===== src/rtl/word_adder_sched_pkg.sv =====
// Shared types and constants for the word adder scheduler.
package word_adder_sched_pkg;
  localparam int FUNC_W        = 2;
  localparam int WORD_W        = 9;
  localparam int DEF_ADDER_LAT = 1;

  typedef enum logic [1:0] {IDLE, ISSUE, WAIT, RESP} state_t;
endpackage


===== src/rtl/word_adder_sched_if.sv =====
// Request/response/adder bundle between the scheduler (slave) and its environment (master).
interface word_adder_sched_if
  import word_adder_sched_pkg::*;
#(
  parameter int NUM_REQ = 2
);
  localparam int ID_W = $clog2(NUM_REQ);

  logic [NUM_REQ-1:0]             req_valid;
  logic [NUM_REQ-1:0]             req_ready;
  logic [NUM_REQ-1:0][FUNC_W-1:0] req_func;
  logic [NUM_REQ-1:0][WORD_W-1:0] req_word;
  logic                           rsp_valid;
  logic                           rsp_ready;
  logic [ID_W-1:0]                rsp_id;
  logic [WORD_W-1:0]              rsp_result;
  logic [FUNC_W-1:0]              add_func;
  logic [WORD_W-1:0]              add_inWord;
  logic                           add_enable;
  logic [WORD_W-1:0]              add_result;
  logic                           busy;

  modport master (
    output req_valid, req_func, req_word, rsp_ready, add_result,
    input  req_ready, rsp_valid, rsp_id, rsp_result, add_func, add_inWord, add_enable, busy
  );

  modport slave (
    input  req_valid, req_func, req_word, rsp_ready, add_result,
    output req_ready, rsp_valid, rsp_id, rsp_result, add_func, add_inWord, add_enable, busy
  );
endinterface


===== src/rtl/word_adder_sched_arb.sv =====
// One-hot requester arbiter. WORD_ADDER_SCHED_RR_EN selects round-robin from ptr;
// otherwise fixed priority with the lowest index winning.
module word_adder_sched_arb #(
  parameter int NUM_REQ = 2,
  parameter int ID_W    = $clog2(NUM_REQ)
) (
  input  logic [NUM_REQ-1:0] req,
  input  logic [ID_W-1:0]    ptr,
  input  logic               enable,
  output logic [NUM_REQ-1:0] gnt
);
`ifdef WORD_ADDER_SCHED_RR_EN
  always_comb begin
    int   idx;
    logic found;
    gnt   = '0;
    found = 1'b0;
    idx   = 0;
    for (int k = 0; k < NUM_REQ; k++) begin
      idx = int'(ptr) + k;
      if (idx >= NUM_REQ) idx = idx - NUM_REQ;
      if (enable && !found && req[idx]) begin
        gnt[idx] = 1'b1;
        found    = 1'b1;
      end
    end
  end
`else
  logic unused_ptr;
  assign unused_ptr = ^ptr;

  always_comb begin
    logic found;
    gnt   = '0;
    found = 1'b0;
    for (int k = 0; k < NUM_REQ; k++) begin
      if (enable && !found && req[k]) begin
        gnt[k] = 1'b1;
        found  = 1'b1;
      end
    end
  end
`endif
endmodule


===== src/rtl/word_adder_sched.sv =====
// Shares one multi-cycle word adder among NUM_REQ requesters: IDLE -> ISSUE -> WAIT -> RESP.
// Define WORD_ADDER_SCHED_RR_EN for round-robin arbitration (fixed priority otherwise).
module word_adder_sched
  import word_adder_sched_pkg::*;
#(
  parameter int NUM_REQ   = 2,
  parameter int ADDER_LAT = DEF_ADDER_LAT
) (
  input logic               clk,
  input logic               rst,
  word_adder_sched_if.slave bus
);
  localparam int ID_W = $clog2(NUM_REQ);

  state_t             state, state_nxt;
  logic [NUM_REQ-1:0] gnt;
  logic [ID_W-1:0]    gnt_id, ptr, id_q;
  logic [FUNC_W-1:0]  func_q;
  logic [WORD_W-1:0]  word_q, res_q;
  logic [3:0]         cnt;
  logic               arb_en;

  assign arb_en = (state == IDLE) && !rst;

  word_adder_sched_arb #(.NUM_REQ(NUM_REQ), .ID_W(ID_W)) u_arb (
    .req    (bus.req_valid),
    .ptr    (ptr),
    .enable (arb_en),
    .gnt    (gnt)
  );

  always_comb begin
    gnt_id = '0;
    for (int i = 0; i < NUM_REQ; i++)
      if (gnt[i]) gnt_id = ID_W'(i);
  end

`ifdef WORD_ADDER_SCHED_RR_EN
  always_ff @(posedge clk) begin
    if (rst)
      ptr <= '0;
    else if (|gnt)
      ptr <= (gnt_id == ID_W'(NUM_REQ - 1)) ? '0 : gnt_id + ID_W'(1);
  end
`else
  assign ptr = '0;
`endif

  always_ff @(posedge clk) begin
    if (rst) state <= IDLE;
    else     state <= state_nxt;
  end

  // Combinational outputs are forced low while rst is asserted, not just after the edge.
  always_comb begin
    state_nxt      = state;
    bus.req_ready  = '0;
    bus.add_enable = 1'b0;
    bus.rsp_valid  = 1'b0;
    bus.busy       = 1'b0;
    if (!rst) begin
      bus.busy = (state != IDLE);
      unique case (state)
        IDLE: begin
          bus.req_ready = gnt;
          if (|gnt) state_nxt = ISSUE;
        end
        ISSUE: begin
          bus.add_enable = 1'b1;
          state_nxt      = WAIT;
        end
        WAIT: if (cnt == 4'd1) state_nxt = RESP;
        RESP: begin
          bus.rsp_valid = 1'b1;
          if (bus.rsp_ready) state_nxt = IDLE;
        end
      endcase
    end
  end

  always_ff @(posedge clk) begin
    if (rst) begin
      id_q   <= '0;
      func_q <= '0;
      word_q <= '0;
      res_q  <= '0;
      cnt    <= '0;
    end else begin
      if (state == IDLE && |gnt) begin
        id_q   <= gnt_id;
        func_q <= bus.req_func[gnt_id];
        word_q <= bus.req_word[gnt_id];
      end
      if (state == ISSUE) cnt <= 4'(ADDER_LAT);
      if (state == WAIT) begin
        cnt <= cnt - 4'd1;
        if (cnt == 4'd1) res_q <= bus.add_result;
      end
    end
  end

  assign bus.add_func   = (state != IDLE && !rst) ? func_q : '0;
  assign bus.add_inWord = (state != IDLE && !rst) ? word_q : '0;
  assign bus.rsp_id     = rst ? '0 : id_q;
  assign bus.rsp_result = rst ? '0 : res_q;
endmodule

===== src/flat_wrapper.sv =====
// flat-port wrapper written by rule: the top's interface ports become plain ports
module word_adder_sched_flat import word_adder_sched_pkg::*;
#(
  parameter int NUM_REQ   = 2,
  parameter int ADDER_LAT = DEF_ADDER_LAT
)
  (clk, rst, bus_req_valid, bus_req_func, bus_req_word, bus_rsp_ready, bus_add_result, bus_req_ready, bus_rsp_valid, bus_rsp_id, bus_rsp_result, bus_add_func, bus_add_inWord, bus_add_enable, bus_busy);
  word_adder_sched_if #(.NUM_REQ(NUM_REQ)) bus_i ();
  input logic clk;
  input logic rst;
  input wire logic [$bits(bus_i.req_valid)-1:0] bus_req_valid;
  input wire logic [$bits(bus_i.req_func)-1:0] bus_req_func;
  input wire logic [$bits(bus_i.req_word)-1:0] bus_req_word;
  input wire logic [$bits(bus_i.rsp_ready)-1:0] bus_rsp_ready;
  input wire logic [$bits(bus_i.add_result)-1:0] bus_add_result;
  output wire logic [$bits(bus_i.req_ready)-1:0] bus_req_ready;
  output wire logic [$bits(bus_i.rsp_valid)-1:0] bus_rsp_valid;
  output wire logic [$bits(bus_i.rsp_id)-1:0] bus_rsp_id;
  output wire logic [$bits(bus_i.rsp_result)-1:0] bus_rsp_result;
  output wire logic [$bits(bus_i.add_func)-1:0] bus_add_func;
  output wire logic [$bits(bus_i.add_inWord)-1:0] bus_add_inWord;
  output wire logic [$bits(bus_i.add_enable)-1:0] bus_add_enable;
  output wire logic [$bits(bus_i.busy)-1:0] bus_busy;
  assign bus_i.req_valid = bus_req_valid;
  assign bus_i.req_func = bus_req_func;
  assign bus_i.req_word = bus_req_word;
  assign bus_i.rsp_ready = bus_rsp_ready;
  assign bus_i.add_result = bus_add_result;
  assign bus_req_ready = bus_i.req_ready;
  assign bus_rsp_valid = bus_i.rsp_valid;
  assign bus_rsp_id = bus_i.rsp_id;
  assign bus_rsp_result = bus_i.rsp_result;
  assign bus_add_func = bus_i.add_func;
  assign bus_add_inWord = bus_i.add_inWord;
  assign bus_add_enable = bus_i.add_enable;
  assign bus_busy = bus_i.busy;
  word_adder_sched #(.NUM_REQ(NUM_REQ), .ADDER_LAT(ADDER_LAT)) u_core (.clk(clk), .rst(rst), .bus(bus_i));
endmodule

===== config.mk =====
export PLATFORM = sky130hd
export DESIGN_NAME = word_adder_sched_flat
export DESIGN_NICKNAME = d
export VERILOG_FILES = /design/src/rtl/word_adder_sched_pkg.sv /design/src/rtl/word_adder_sched_if.sv /design/src/rtl/word_adder_sched_arb.sv /design/src/rtl/word_adder_sched.sv /design/src/flat_wrapper.sv
export SDC_FILE = /design/constraint.sdc
export NUM_CORES = 1
export LEC_CHECK = 0
export ABC_AREA = 1
export CAP_MARGIN = 0
export CORE_AREA = 2 2 52 90
export DETAILED_ROUTE_END_ITERATION = 10
export DIE_AREA = 0 0 54 92
export GPL_TIMING_DRIVEN = 0
export PLACE_DENSITY = 0.78
export SLEW_MARGIN = 10
export SYNTH_ARGS = -nofsm -noshare
export SYNTH_HDL_FRONTEND = slang
export SYNTH_SLANG_ARGS = --single-unit

===== constraint.sdc =====
create_clock -name clk -period 2.7 [get_ports clk]
set_input_delay 0.405 -clock clk [delete_from_list [all_inputs] [get_ports clk]]
set_output_delay 0.405 -clock clk [all_outputs]
set_load 0.1 [all_outputs]

# == Yosys cells after proc, flatten, opt, wreduce, memory -nomap -nowiden ==
# Cells that the tools add are included.
# totals
elab_cells,53
input_bits,36
output_inout_bits,26
ff_bits,27
# op_classes
muxes,24
eq_ne,7
add_sub_neg,1
reduce_logical,14
n_lt_le_gt_ge,1
# ops
op,count
2-to-1 mux 9 bit,4
2-to-1 mux 2 bit,8
2-to-1 mux 1 bit,9
2-to-1 mux 4 bit,2
one-hot mux 2 bit (4 select lines),1
logical AND 1 bit,6
equality test 2 bit (second input constant),2
equality test 4 x 1 -> 1 bit (second input constant),1
!= test 2 bit (second input constant),2
nonzero test 2 bit,2
subtractor 4 x 1 -> 4 bit (second input constant),1
AND reduction 3 bit,1
equality test 2 x 1 -> 1 bit (second input constant),1
logical NOT 1 bit,2
logical NOT 2 bit,1
less-than comparator 1 x 2 -> 1 bit (second input constant),1
!= test 2 x 1 -> 1 bit (second input constant),1
AND reduction 2 bit,1
OR reduction 2 bit,1

# == Logic depth before layout (Yosys ltp) ==
# depth
depth_word,11
mapped_depth,9
ltp_nobuf,9

# == Cells and area by module ==
# Synthesis repeated with hierarchy kept, for this count alone.
# unflattened
cells_unflattened,217
hier_area_um2,1432.6
# by_module_without_submodules
module,seq_area_each_um2,cells_each,instances,area_per_inst_um2
word_adder_sched,540.5,213,1,1415.1
word_adder_sched_arb,0.0,4,1,17.5

# == Worst setup path after synthesis ==
# Ideal clock, no wire load.
# synth_path
path_type,register -> output
startpoint,register u_core.state[0]
endpoint,output port bus_add_func[1]
arrival_ns,3.582
stages_incl_launch_ff,7
required_ns,2.295
slack_ns,-1.287
cell_sequence,dfxtp_1 inv_1 ha_1 nor2_1 inv_1 buf_2 nor2_1
# synth_via
elab_chain_cells,3
# synth_lines
item,line_no,source
"start, declared",word_adder_sched.sv:15,"state_t state, state_nxt;"
"start signal, assigned",word_adder_sched.sv:51,else state <= state_nxt;
nonzero test 2 bit,word_adder_sched.sv:102,assign bus.add_func = (state != IDLE && !rst) ? func_q : '0;
logical AND 1 bit,word_adder_sched.sv:102,
2-to-1 mux 2 bit,word_adder_sched.sv:102,
"end, declared",flat_wrapper.sv:20,output wire logic [$bits(bus_i.add_func)-1:0] bus_add_func;
# No other way between the ends.

# == Worst setup path after layout ==
# layout_path
startpoint,register u_core.state[0]
endpoint,output port bus_req_ready[0]
# layout_via
elab_chain_cells,6
# layout_lines
item,line_no,source
logical NOT 2 bit (*),"word_adder_sched.sv:23, word_adder_sched.sv:63",
logical AND 1 bit,word_adder_sched.sv:23,assign arb_en = (state == IDLE) && !rst;
logical AND 1 bit,word_adder_sched_arb.sv:37,if (enable && !found && req[k]) begin
2-to-1 mux 1 bit,word_adder_sched_arb.sv:37,
2-to-1 mux 2 bit (*),word_adder_sched.sv:63,unique case (state)
2-to-1 mux 2 bit (*),word_adder_sched.sv:61,if (!rst) begin
"end, declared",flat_wrapper.sv:16,output wire logic [$bits(bus_i.req_ready)-1:0] bus_req_ready;
# Mark *: on every way between the ends. The rest lies on a longest branch, timed or not.

==> impl.org <==
** Status
- The run finished with clean final reports.

** Layout
- For this run, the share of the core covered by cells in the final layout is 55.4%.
- Share of layout cells above drive strength 1 :: 22.6%
- The net count of the finished layout is 331.
- # fillers :: 436
- 0 antenna diodes ended up in the layout.
- Relative to the synthesized area, the layout overhead comes to 46.4%.
- Finished Layout Cells :: 338

** Clock tree
- The tree is rooted in a sky130_fd_sc_hd__clkbuf_8.
- Clock insertion delay at the later pin of the skew report :: 280 ps
- In this run the post-CTS setup repair buffer count came out at 0.
- H-Tree Depth :: 1
- TritonCTS built the clock tree.
- For this design, the CTS-stage hold fixing added 0 buffers.
- Register clock-pin slew on the reported worst setup and hold paths :: 100 ps
- Max Buffers Root-to-Sink :: 2
- Total clock sinks :: 27
- TritonCTS Buffers :: 3

** Critical path
- CP Data Required Time :: 2300 ps
- Startpoint-to-endpoint class of the critical path :: register to primary output
- The worst setup path is launched from a register.
- Data arrives at the worst endpoint at 2180 ps.
- The worst setup path is captured at a primary output.
- Critical-path maximum fanout :: 10

** Timing
- Endpoints failing hold :: 0
- Timing would allow up to 0.387 GHz.
- Final min period :: 2580 ps
- In this run the tightest slew margin relative to its limit is 34.6%.
- Across the routed clock network, the largest skew measured is 4.27 ps.
- After routing, the total negative slack on setup checks comes to 0 ps.
- Setup repair after global routing left no endpoint under its margin.
- Setup violators final :: 0
- Crit share post-route :: 95.6%
- At the pin with the least slew margin, the transition time is 977 ps.
- The final number of max-transition violations is 0.

** Floorplan
- Pin placement for this block handled 62 I/O pins.
- The die is 54 um wide.
- Number of placement rows :: 32
- The die covers 4970 um^2.
- From bottom edge to top edge, the die measures 92 um.
- Starting density of the core :: 37.9%
- Core area :: 4320 um^2

** Power and ir drop
- The worst-case IR drop observed on VDD is 0.691 mV.
- Overall power :: 1890 uW
- The analysis attributes to cell leakage a power of 0.000955 uW.
- Power spread over the standard cell area amounts to 788 nW/um^2.

** Placed design
- Final weighted congestion in routability-driven placement :: 0.744
- Counting tap cells, the placed design contains a total of 334 instances.
- HPWL after DPL :: 3090 um
- Port buffer count :: 60

** Drt
- Post-detailed-route DRC marker count :: 0
- Via count :: 1,570
- The first TritonRoute pass finished after 4 iterations.
- The first routing iteration left 39 violations.
- Routed wire length :: 3750 um
- The count of nets left with antenna violations once routing finished came out at 0.
- Routed wire length per instance :: 11.1 um
- Via density per instance :: 4.64

** Yosys
- Summing the areas of all and, or, nand and nor instances in the mapped netlist gives 31.0% of the synthesized area.
- Of all cell types, the one taking the most synthesized area is sky130_fd_sc_hd__dfxtp_1.
- Number of synthesized register bits :: 27
- Synth top area share :: 33.0%
- The Yosys step of the flow raised 0 warnings.
- The synthesized netlist devotes 5.35% of its cell area to adder and majority cells.
- Combinational family with the most area after synthesis :: simple AND/OR/NAND/NOR gates
- After synthesis, the share of cell area in mux cells is 0%.
- Seq/Total Area, Yosys :: 33.0%
- Of the total synthesized cell area, the portion taken by XOR and XNOR cells is 0%.
- Synthesized netlist cell count :: 223
- Number of distinct library cell variants in the gate-level netlist after synthesis :: 28
- Sorting the synthesized cells by area gives the leading types as sky130_fd_sc_hd__dfxtp_1, sky130_fd_sc_hd__inv_1, sky130_fd_sc_hd__nand2_1.
- A synthesized cell averages 7.34 um^2.
- Summing the areas of all compound-gate instances in the mapped netlist gives 15.0% of the synthesized area.
- The number of nets handed over by synthesis was 266.
- Post-synthesis cell area :: 1640 um^2

** Global route
- Wire length of the first global-routing pass :: 6040 um
- The number of global-route vias before repair was 1,521.
- The total overflow left after global routing is 0.
- The initial antenna violation count is 0.
- Global routing used 15.9% of the available tracks.
- Entering global routing, the biggest net connects 17 pins.

** Hold path
- The worst hold path belongs to the class input pin to register.

** Job
- Number of violations of the max-capacitance limit :: 0
==> power by group <==
group / internal, uW / leakage [uW] / switching [uW]
clock: 105 / 0.0000217 / 133
sequential: 486 / 0.000220 / 54.7
combinational: 349 / 0.000713 / 763
total: 939 / 0.000955 / 951
==> layout make-up <==
cell class	instances	area, um^2	area share [%]
Clock inverter	1	7.51	0.313
Sequential cell	27	541	22.5
Clock buffer	3	41.3	1.72
Timing Repair Buffer	60	612	25.5
Inverter	46	174	7.25
Tap cell	51	63.8	2.66
Multi-Input combinational cell	139	877	36.6
Buffer	11	81.3	3.39
==> metrics by stage <==
| stage | instance area [um^2] | worst slack [ps] | hold slack (ps) |
|---|---|---|---|
| 2_1_floorplan | 1670 | -47.5 | 430 |
| 3_5_place_dp | 2340 | -241 | 445 |
| 3_3_place_gp | 2340 | -227 | 438 |
| 5_1_grt | 2400 | 2.75 | 348 |
| 6_report | 2400 | 119 | 341 |
| 4_1_cts | 2400 | 89.4 | 343 |
==> cell usage in the layout, fill, tap and decap left out, drive strengths merged <==
cell type / count
buf: 9
clkdlybuf4s18: 1
inv: 45
nor3: 1
nand3: 14
clkinv: 1
nand4: 1
nor3b: 1
ha: 7
clkbuf: 5
o21ai: 12
nand2: 31
nand3b: 12
a21oi: 25
dlygate4sd2: 2
nor2: 32
clkinvlp: 1
a31oi: 2
clkdlybuf4s15: 11
clkdlybuf4s50: 46
and3: 1
dfxtp: 27
==> routing by layer <==
metal  wire length (um)  track usage [%]
met1               1340             14.2
met5                  0                0
met3                193             2.28
met2               2150             32.2
met4                 59             6.04
==> repair_timing <==
item,4_1_cts,5_1_grt
gates resized for setup,38,1
endpoints found under the hold margin,0,0
pin swaps,0,0
endpoints found under the setup margin,14,1
==> worst paths after layout <==
check / depth (start not counted) / startpoint / endpoint / slack, ps
hold reg to reg: 2 / u_core.res_q[0]$_SDFFE_PP0P_ / u_core.res_q[0]$_SDFFE_PP0P_ / 460
setup reg to reg: 5 / u_core.state[0]$_SDFFE_PP0P_ / u_core.cnt[2]$_SDFFE_PP0P_ / 1130
hold / removal: 2 / rst / u_core.word_q[1]$_SDFFE_PP0P_ / 340
setup / recovery: 8 / u_core.state[0]$_SDFFE_PP0P_ / bus_req_ready[0] / 120
==> Yosys cell counts, drive strengths merged <==
cell type  count
clkinv         1
nand3b        12
o21ai         12
buf            9
dfxtp         27
inv           45
nand3         14
and3           1
a31oi          2
clkbuf         2
nor3           1
nor3b          1
nand4          1
ha             7
nor2          32
nand2         31
a21oi         25
==> state kept, by name, summed over array words and instances, names as in the netlist <==
register       cells
u_core.res_q       9
u_core.word_q      9
u_core.cnt         4
u_core.func_q      2
u_core.state       2
u_core.id_q        1
==> cell families after synthesis <==
group | Yosys count
adders and majority gates | 7
and+or+nand+nor | 93
buffers and inverters | 57
AOI/OAI and AO/OA | 39
DFF | 27
==> worst max-delay path: stages (launching register included) <==
cell and delay, ps:
sky130_fd_sc_hd__dfxtp_1 360, sky130_fd_sc_hd__inv_1 120, sky130_fd_sc_hd__ha_1 270, sky130_fd_sc_hd__inv_2 90
sky130_fd_sc_hd__nor2_8 140, sky130_fd_sc_hd__buf_2 240, sky130_fd_sc_hd__nand2_1 100, sky130_fd_sc_hd__inv_1 60
sky130_fd_sc_hd__clkdlybuf4s18_2 530
No activity file was read; power rests on OpenSTA's default activity.
